==> config.mk <==
export PLATFORM = sky130hd
export DESIGN_NAME = food_place_ctrl
export DESIGN_NICKNAME = d
export VERILOG_FILES = /design/src/rtl/food_place_ctrl.sv
export SDC_FILE = /design/constraint.sdc
export NUM_CORES = 1
export LEC_CHECK = 0
export CAP_MARGIN = 20
export CORE_MARGIN = 2
export CORE_UTILIZATION = 47
export CTS_BUF_LIST = sky130_fd_sc_hd__clkbuf_4 sky130_fd_sc_hd__clkbuf_8 sky130_fd_sc_hd__clkbuf_16
export CTS_CLUSTER_DIAMETER = 80
export DETAILED_ROUTE_END_ITERATION = 8
export GPL_TIMING_DRIVEN = 0
export PLACE_DENSITY = 0.84
export SYNTH_ARGS = -nofsm -noshare
export SYNTH_HDL_FRONTEND = slang
export SYNTH_SLANG_ARGS = --single-unit
==> constraint.sdc <==
create_clock -name I_clk -period 3.5 [get_ports I_clk]
set_input_delay 0.35 -clock I_clk [delete_from_list [all_inputs] [get_ports I_clk]]
set_output_delay 0.35 -clock I_clk [all_outputs]
set_load 0.02 [all_outputs]
==> src/rtl/food_place_ctrl.sv <==
// rtl/food_place_ctrl.sv - picks a free, cell-aligned food position from a random box source
// Retries up to MAX_TRIES candidates, asking the snake occupancy map about each legal one.
module food_place_ctrl #(
    parameter int X_MIN     = 16,
    parameter int X_MAX     = 608,
    parameter int Y_MIN     = 16,
    parameter int Y_MAX     = 448,
    parameter int CELL_LOG2 = 4,
    parameter int MAX_TRIES = 15
) (
    input  logic       I_clk,
    input  logic       I_rst,
    input  logic       I_start,
    input  logic       I_eaten,
    output logic       O_box_drive,
    input  logic [9:0] I_box_x,
    input  logic [9:0] I_box_y,
    output logic       O_occ_req,
    output logic [9:0] O_occ_x,
    output logic [9:0] O_occ_y,
    input  logic       I_occ_ack,
    input  logic       I_occ_hit,
    output logic [9:0] O_food_x,
    output logic [9:0] O_food_y,
    output logic       O_food_valid,
    output logic       O_busy,
    output logic       O_fail,
    output logic [3:0] O_tries
);

    localparam logic [9:0] XMIN_V    = 10'(X_MIN);
    localparam logic [9:0] XMAX_V    = 10'(X_MAX);
    localparam logic [9:0] YMIN_V    = 10'(Y_MIN);
    localparam logic [9:0] YMAX_V    = 10'(Y_MAX);
    localparam logic [9:0] CELL_MASK = 10'((1 << CELL_LOG2) - 1);
    localparam logic [3:0] MAX_T     = 4'(MAX_TRIES);

    typedef enum logic [2:0] {
        S_IDLE,
        S_DRIVE,
        S_WAIT,
        S_SAMPLE,
        S_QUERY,
        S_FAIL
    } state_t;

    state_t     state;
    logic [9:0] cand_x;
    logic [9:0] cand_y;
    logic       box_legal;
    logic [3:0] tries_inc;

    function automatic logic is_legal(input logic [9:0] x, input logic [9:0] y);
        return (x >= XMIN_V) && (x <= XMAX_V) && (y >= YMIN_V) && (y <= YMAX_V)
            && ((x & CELL_MASK) == 10'd0) && ((y & CELL_MASK) == 10'd0);
    endfunction

    assign box_legal = is_legal(I_box_x, I_box_y);
    assign tries_inc = O_tries + 4'd1;

    always_ff @(posedge I_clk) begin
        if (I_rst) begin
            state        <= S_IDLE;
            cand_x       <= '0;
            cand_y       <= '0;
            O_food_x     <= '0;
            O_food_y     <= '0;
            O_food_valid <= 1'b0;
            O_fail       <= 1'b0;
            O_tries      <= '0;
        end else begin
            case (state)
                S_IDLE: begin
                    if (I_start || I_eaten) begin
                        state        <= S_DRIVE;
                        O_food_valid <= 1'b0;
                        O_fail       <= 1'b0;
                        O_tries      <= '0;
                    end
                end
                S_DRIVE:  state <= S_WAIT;
                S_WAIT:   state <= S_SAMPLE;
                S_SAMPLE: begin
                    cand_x  <= I_box_x;
                    cand_y  <= I_box_y;
                    O_tries <= tries_inc;
                    // O_tries has already counted this candidate when the limit is compared
                    if (box_legal) begin
                        state <= S_QUERY;
                    end else if (tries_inc == MAX_T) begin
                        state  <= S_FAIL;
                        O_fail <= 1'b1;
                    end else begin
                        state <= S_DRIVE;
                    end
                end
                S_QUERY: begin
                    if (I_occ_ack) begin
                        if (!I_occ_hit) begin
                            O_food_x     <= cand_x;
                            O_food_y     <= cand_y;
                            O_food_valid <= 1'b1;
                            state        <= S_IDLE;
                        end else if (O_tries == MAX_T) begin
                            state  <= S_FAIL;
                            O_fail <= 1'b1;
                        end else begin
                            state <= S_DRIVE;
                        end
                    end
                end
                S_FAIL: begin
                    // Only a new game may leave FAIL; a stray eaten pulse has no food to replace
                    if (I_start) begin
                        state   <= S_DRIVE;
                        O_fail  <= 1'b0;
                        O_tries <= '0;
                    end
                end
                default: state <= S_IDLE;
            endcase
        end
    end

    assign O_box_drive = (state == S_DRIVE);
    assign O_occ_req   = (state == S_QUERY);
    assign O_occ_x     = cand_x;
    assign O_occ_y     = cand_y;
    assign O_busy      = (state == S_DRIVE) || (state == S_WAIT)
                      || (state == S_SAMPLE) || (state == S_QUERY);

endmodule

Word level (Yosys, flattened, before mapping)
Index checks and enable logic that the tools add are counted.
{"block": "op_classes", "reduce_logical": 20, "n_lt_le_gt_ge": 4, "add_sub_neg": 1, "bitwise_logic": 1, "n_mux": 22, "n_eq_ne": 15}
{"cell": "3-bit 2-to-1 mux", "count": 7}
{"cell": "10-bit by 5-bit greater-or-equal comparator with 1-bit output, second input constant", "count": 2}
{"cell": "10-bit logical NOT", "count": 2}
{"cell": "3-bit one-hot mux with 6 select lines", "count": 1}
{"cell": "4-bit one-hot mux with 3 select lines", "count": 1}
{"cell": "10-bit <= comparator, second input constant", "count": 1}
{"cell": "10-bit by 9-bit <= comparator with 1-bit output, second input constant", "count": 1}
{"cell": "2-bit != test, second input constant", "count": 5}
{"cell": "1-bit 2-to-1 mux", "count": 9}
{"cell": "3-bit AND reduction", "count": 3}
{"cell": "4-bit equality test, second input constant", "count": 2}
{"cell": "4-bit 2-to-1 mux", "count": 2}
{"cell": "8-bit AND reduction", "count": 1}
{"cell": "3-bit by 2-bit equality test with 1-bit output, second input constant", "count": 2}
{"cell": "3-bit equality test, second input constant", "count": 2}
{"cell": "2-bit by 1-bit != test with 1-bit output, second input constant", "count": 3}
{"cell": "1-bit logical AND", "count": 5}
{"cell": "4-bit by 1-bit adder with 4-bit output, second input constant", "count": 1}
{"cell": "1-bit logical OR", "count": 4}
{"cell": "1-bit one-hot mux with 4 select lines", "count": 1}
{"cell": "4-bit AND reduction", "count": 1}
{"cell": "4-bit nonzero test", "count": 1}
{"cell": "3-bit by 1-bit equality test with 1-bit output, second input constant", "count": 1}
{"cell": "3-bit logical NOT", "count": 1}
{"cell": "other kinds (4)", "count": 4}
{"block": "totals", "wordCells": 71, "output_inout_bits": 49, "register_bits": 49, "in_bits": 26}

Logic depth before layout (Yosys ltp)
{"block": "depth", "word_depth": 8, "ltp_mapped": 6, "mapped_depth_nobuf": 6}

Worst setup path before layout
OpenSTA, ideal clock, no wires.
{"block": "synth_path", "path_type": "register to register", "start": "reg O_tries[0]", "end": "reg O_fail", "path_slack_ns": 1.652, "setup_time_ns": 0.086, "path_stages_with_launch": 7, "arrival_ns": 1.762, "cell_sequence": "dfxtp_1 ha_1 nand4_1 or3b_1 a32oi_1 a21oi_1 a211oi_1"}
{"block": "synth_via", "elab_chain_cells": 4, "word_cells_on_any_way": 6}
{"item": "from (decl)", "line_no": "28", "rtl": "output logic [3:0] O_tries"}
{"item": "from (signal assigned)", "line_no": "86", "rtl": "O_tries <= tries_inc;"}
{"item": "4-bit by 1-bit adder with 4-bit output", "line_no": "59", "rtl": "assign tries_inc = O_tries + 4'd1;"}
{"item": "4-bit equality test", "line_no": "90", "rtl": "end else if (tries_inc == MAX_T) begin"}
{"item": "2-bit != test (no source line)"}
{"item": "8-bit AND reduction (no source line) (*)"}
{"item": "to (signal assigned)", "line_no": "69", "rtl": "O_fail <= 1'b0;"}
{"item": "to (signal assigned)", "line_no": "92", "rtl": "O_fail <= 1'b1;"}
{"item": "to (signal assigned)", "line_no": "106", "rtl": "O_fail <= 1'b1;"}
{"item": "to (decl)", "line_no": "27", "rtl": "output logic O_fail,"}
Every way passes the cells marked *; elsewhere a longest branch is shown, timed or not.
A chain may end at the register's enable or synchronous reset.

Final worst setup path
{"block": "layout_path", "start": "reg state[0]", "end": "out O_box_drive"}
{"block": "layout_via", "elab_chain_cells": 1}
{"item": "from (decl)", "line_no": "47", "rtl": "state_t state;"}
{"item": "from (signal assigned)", "line_no": "63", "rtl": "state <= S_IDLE;"}
{"item": "from (signal assigned)", "line_no": "75", "rtl": "state <= S_DRIVE;"}
{"item": "from (signal assigned)", "line_no": "81", "rtl": "S_DRIVE: state <= S_WAIT;"}
{"item": "3-bit by 1-bit equality test with 1-bit output", "line_no": "125", "rtl": "assign O_box_drive = (state == S_DRIVE);"}
{"item": "to (decl)", "line_no": "15", "rtl": "output logic O_box_drive,"}
No other way between the ends.

==> flow_metrics.py <==
metrics = {
    "die": {
        "io_pins": 75,
        "start_util_pct": 49.8,
        "dieArea_mm2": 0.00487,
        "dieWidth_um": 69.8,
        "placeableCoreArea_mm2": 0.00409,
        "die_h_um": 69.8,
        "rows": 23,
    },
    "logic_synthesis": {
        "synth.net_count": 293,
        "avgSynthCellArea_um2": 7.67,
        "ys_ff_latch": 49,
        "synth.yosys.seq_area_share_pct": 48.2,
        "synthTopCellsByArea": "dfxtp_1 (48%), nand2_1 (16%), a21oi_1 (13%)",
        "async_reset_ff_share_pct": 0,
        "synth_edf_count": 0,
        "synth_top_area_cell": "dfxtp_1",
        "synth_ff_type": "dfxtp_1",
        "yosysTopAreaCellShare_pct": 48.2,
        "ys_types": 37,
        "yosys_warnings": 0,
        "synth_area_mm2": 0.00203,
        "synthCells": 265,
    },
    "critical_path": {
        "reg2reg_depth": 6,
        "cp.required_ns": 3.15,
        "crit_path_end": "O_box_drive",
        "path_delay_family": "buffers and inverters",
        "cp_num_cells": 3,
        "path_cells": "clkbuf_1 -> and2_1 -> clkdlybuf4s50_1",
        "timing.rr.end": "O_fail",
        "worstPathArrival_ns": 1.92,
        "path_buf_inv": 2,
        "r2r_setup_slack_ns": 1.48,
        "crit_fanout": 10,
        "slowest_stage": "clkdlybuf4s50_1",
        "path_class": "flop to output port",
        "r2r-start": "O_tries[0]",
        "cpPeakStageDelay_ns": 0.59,
        "crit_path_start": "state[0]",
        "startpoint_type": "flop",
        "end_kind": "output port",
    },
    "sta": {
        "tightestPinTransition_ns": 0.559,
        "drv_slew": 0,
        "finalHoldViolations": 0,
        "timing.setup.tns_ns": 0,
        "layout_min_cycle_time_ns": 2.27,
        "finalCritPeriodShare_pct": 64.8,
        "setup_viol": 0,
        "rsz0062_at_grt": "false",
        "fin_worst_skew_ns": 0.00788,
        "slew_headroom_pct": 62.7,
        "fmax_mhz": 441,
    },
    "place": {
        "post_dp_cell_area_mm2": 0.00283,
        "port_buffers": 73,
        "dp_hpwl_mm": 4.12,
        "gp_congestion": 0.871,
        "dp_cells": 388,
    },
    "route": {
        "ant_nets": 0,
        "viasPerCell": 5.33,
        "drt-total-wl_mm": 5.53,
        "drt_first_pass_iters": 4,
        "routedWlPerCell_um": 14.0,
        "num_vias": 2112,
        "drt_iter0_drc": 137,
        "drc": 0,
    },
    "outcome": {
        "outcome": "finished, final reports clean",
    },
    "final_layout": {
        "antenna-diode-count": 0,
        "area_growth_pct": 44.9,
        "layout_commonest_cell": "nand2_1",
        "drive_gt1_share_pct": 3.76,
        "stdcell_count": 396,
        "final_nets": 373,
        "layout_common_cells": "nand2_1 (86), clkdlybuf4s50_1 (73), a21oi_1 (51)",
        "final_area_mm2": 0.00295,
    },
    "clocking": {
        "clk_pin_slew_worst_paths_ns": 0.09,
        "postCtsHoldBufs": 0,
        "numCtsBuffers": 5,
        "clk_latency_ns": 0.30,
        "postCtsSetupBuffers": 0,
        "cts_tree": "done",
        "htreeDepth": 2,
        "cts-resized-gates": 0,
        "clock_sinks": 49,
        "cts.path.max_buffers": 2,
        "root_buffer": "clkbuf_8",
    },
    "hold_path": {
        "min-delay-path-class": "primary input to flop",
        "hold_depth": 2,
    },
    "global_route": {
        "overflow": 0,
        "antenna_found_initial": 0,
        "grt_pass1_vias": 1938,
        "grt_usage_pct": 23.2,
        "grt_max_degree": 15,
        "grt_pass1_wl_mm": 9.12,
    },
    "power_and_ir_drop": {
        "leakagePower_nw": 0.980,
        "peakVddDrop_uv": 359,
        "p_per_area_mw_per_mm2": 409,
    },
    "run": {
        "drv_cap": 0,
    },
}
## metal layers
layer	vias to the layer above	share of wire, %	global-route usage (%)
li1	1057	-	-
met1	968	44	29.8
met2	71	47	36.3
met3	16	5.9	5.38
met4	0	2.9	11.3
met5	-	0	0
## power by group
| group | total (W) | switching (W) | leakage, nW | internal (W) |
|---|---|---|---|---|
| Sequential | 0.000592 | 0.0000177 | 0.396 | 0.000574 |
| Combinational | 0.000191 | 0.000103 | 0.522 | 0.0000878 |
| Clock | 0.000422 | 0.000181 | 0.0619 | 0.000241 |
| Total | 0.00121 | 0.000302 | 0.980 | 0.000903 |
## synthesized netlist by cell type, types with 2 or more instances
cell type  number
nor2_1         10
and2_1          3
nand2b_1        3
dfxtp_1        49
a21oi_1        51
o21ai_0         7
clkbuf_1       13
nand2_1        86
nand3b_1        4
a311oi_1        2
nor3_1          4
xnor2_1         2
ha_1            2
nand3_1         2
nor4_1          3
buf_2           2
or4_1           2
## worst register-to-register path, cell delays in order, from the launching register on
cell and delay (ns):
dfxtp_1 0.44, ha_1 0.27, nand4_1 0.16, or3b_1 0.40, a32oi_1 0.29, a21oi_1 0.12, a211oi_1 0.26
## metrics by stage
stage / total power [W] / utilization [%] / setup slack (ns) / hold WS, ns
after floorplan: 0.000701 / - / 1.65 / 0.486
after global placement: 0.000790 / 69.2 / 1.33 / 0.441
after detailed placement: 0.000794 / 69.2 / 1.31 / 0.447
after CTS: 0.00121 / 72.1 / 1.24 / 0.424
after global routing: 0.00125 / 72.1 / 1.15 / 0.458
final: 0.00121 / 72.1 / 1.23 / 0.430
## how the worst min path moves through the flow
| stage | startpoint | endpoint | slack [ns] |
|---|---|---|---|
| 2_1_floorplan | I_box_x[0] | O_occ_x[0] | 0.49 |
| 3_3_place_gp | O_food_y[0] | O_food_y[0] | 0.44 |
| 3_5_place_dp | O_food_y[2] | O_food_y[2] | 0.45 |
| 4_1_cts | I_rst | O_occ_y[2] | 0.42 |
| 5_1_grt | I_rst | O_occ_y[2] | 0.46 |
| 6_report | I_rst | O_food_y[0] | 0.43 |
## cell families after synthesis
logic type	count (synthesis)	share of synthesized area [%]
and+or+nand+nor	126	27.6
AOI/OAI and AO/OA	68	18.4
DFF	49	48.2
buffers and inverters	17	3.26
xor gates and xnor gates	3	1.29
adders and majority gates	2	1.23
## registers in the layout (all words and copies together) (netlist names)
name / flops
O_fail: 1
O_occ_x: 10
state: 3
O_food_valid: 1
O_occ_y: 10
O_food_y: 10
O_food_x: 10
O_tries: 4
## final cells by class
class	count	area, um2
fillers	336	1140
multi-input cells	199	986
flip-flops and latches	49	981
repair buffers	73	731
clock buffers	7	90.1
plain buffers	16	62.6
well taps	50	62.6
clock inverters	1	30.0
inverters	1	3.75
No activity file was read; power rests on OpenSTA's default activity.
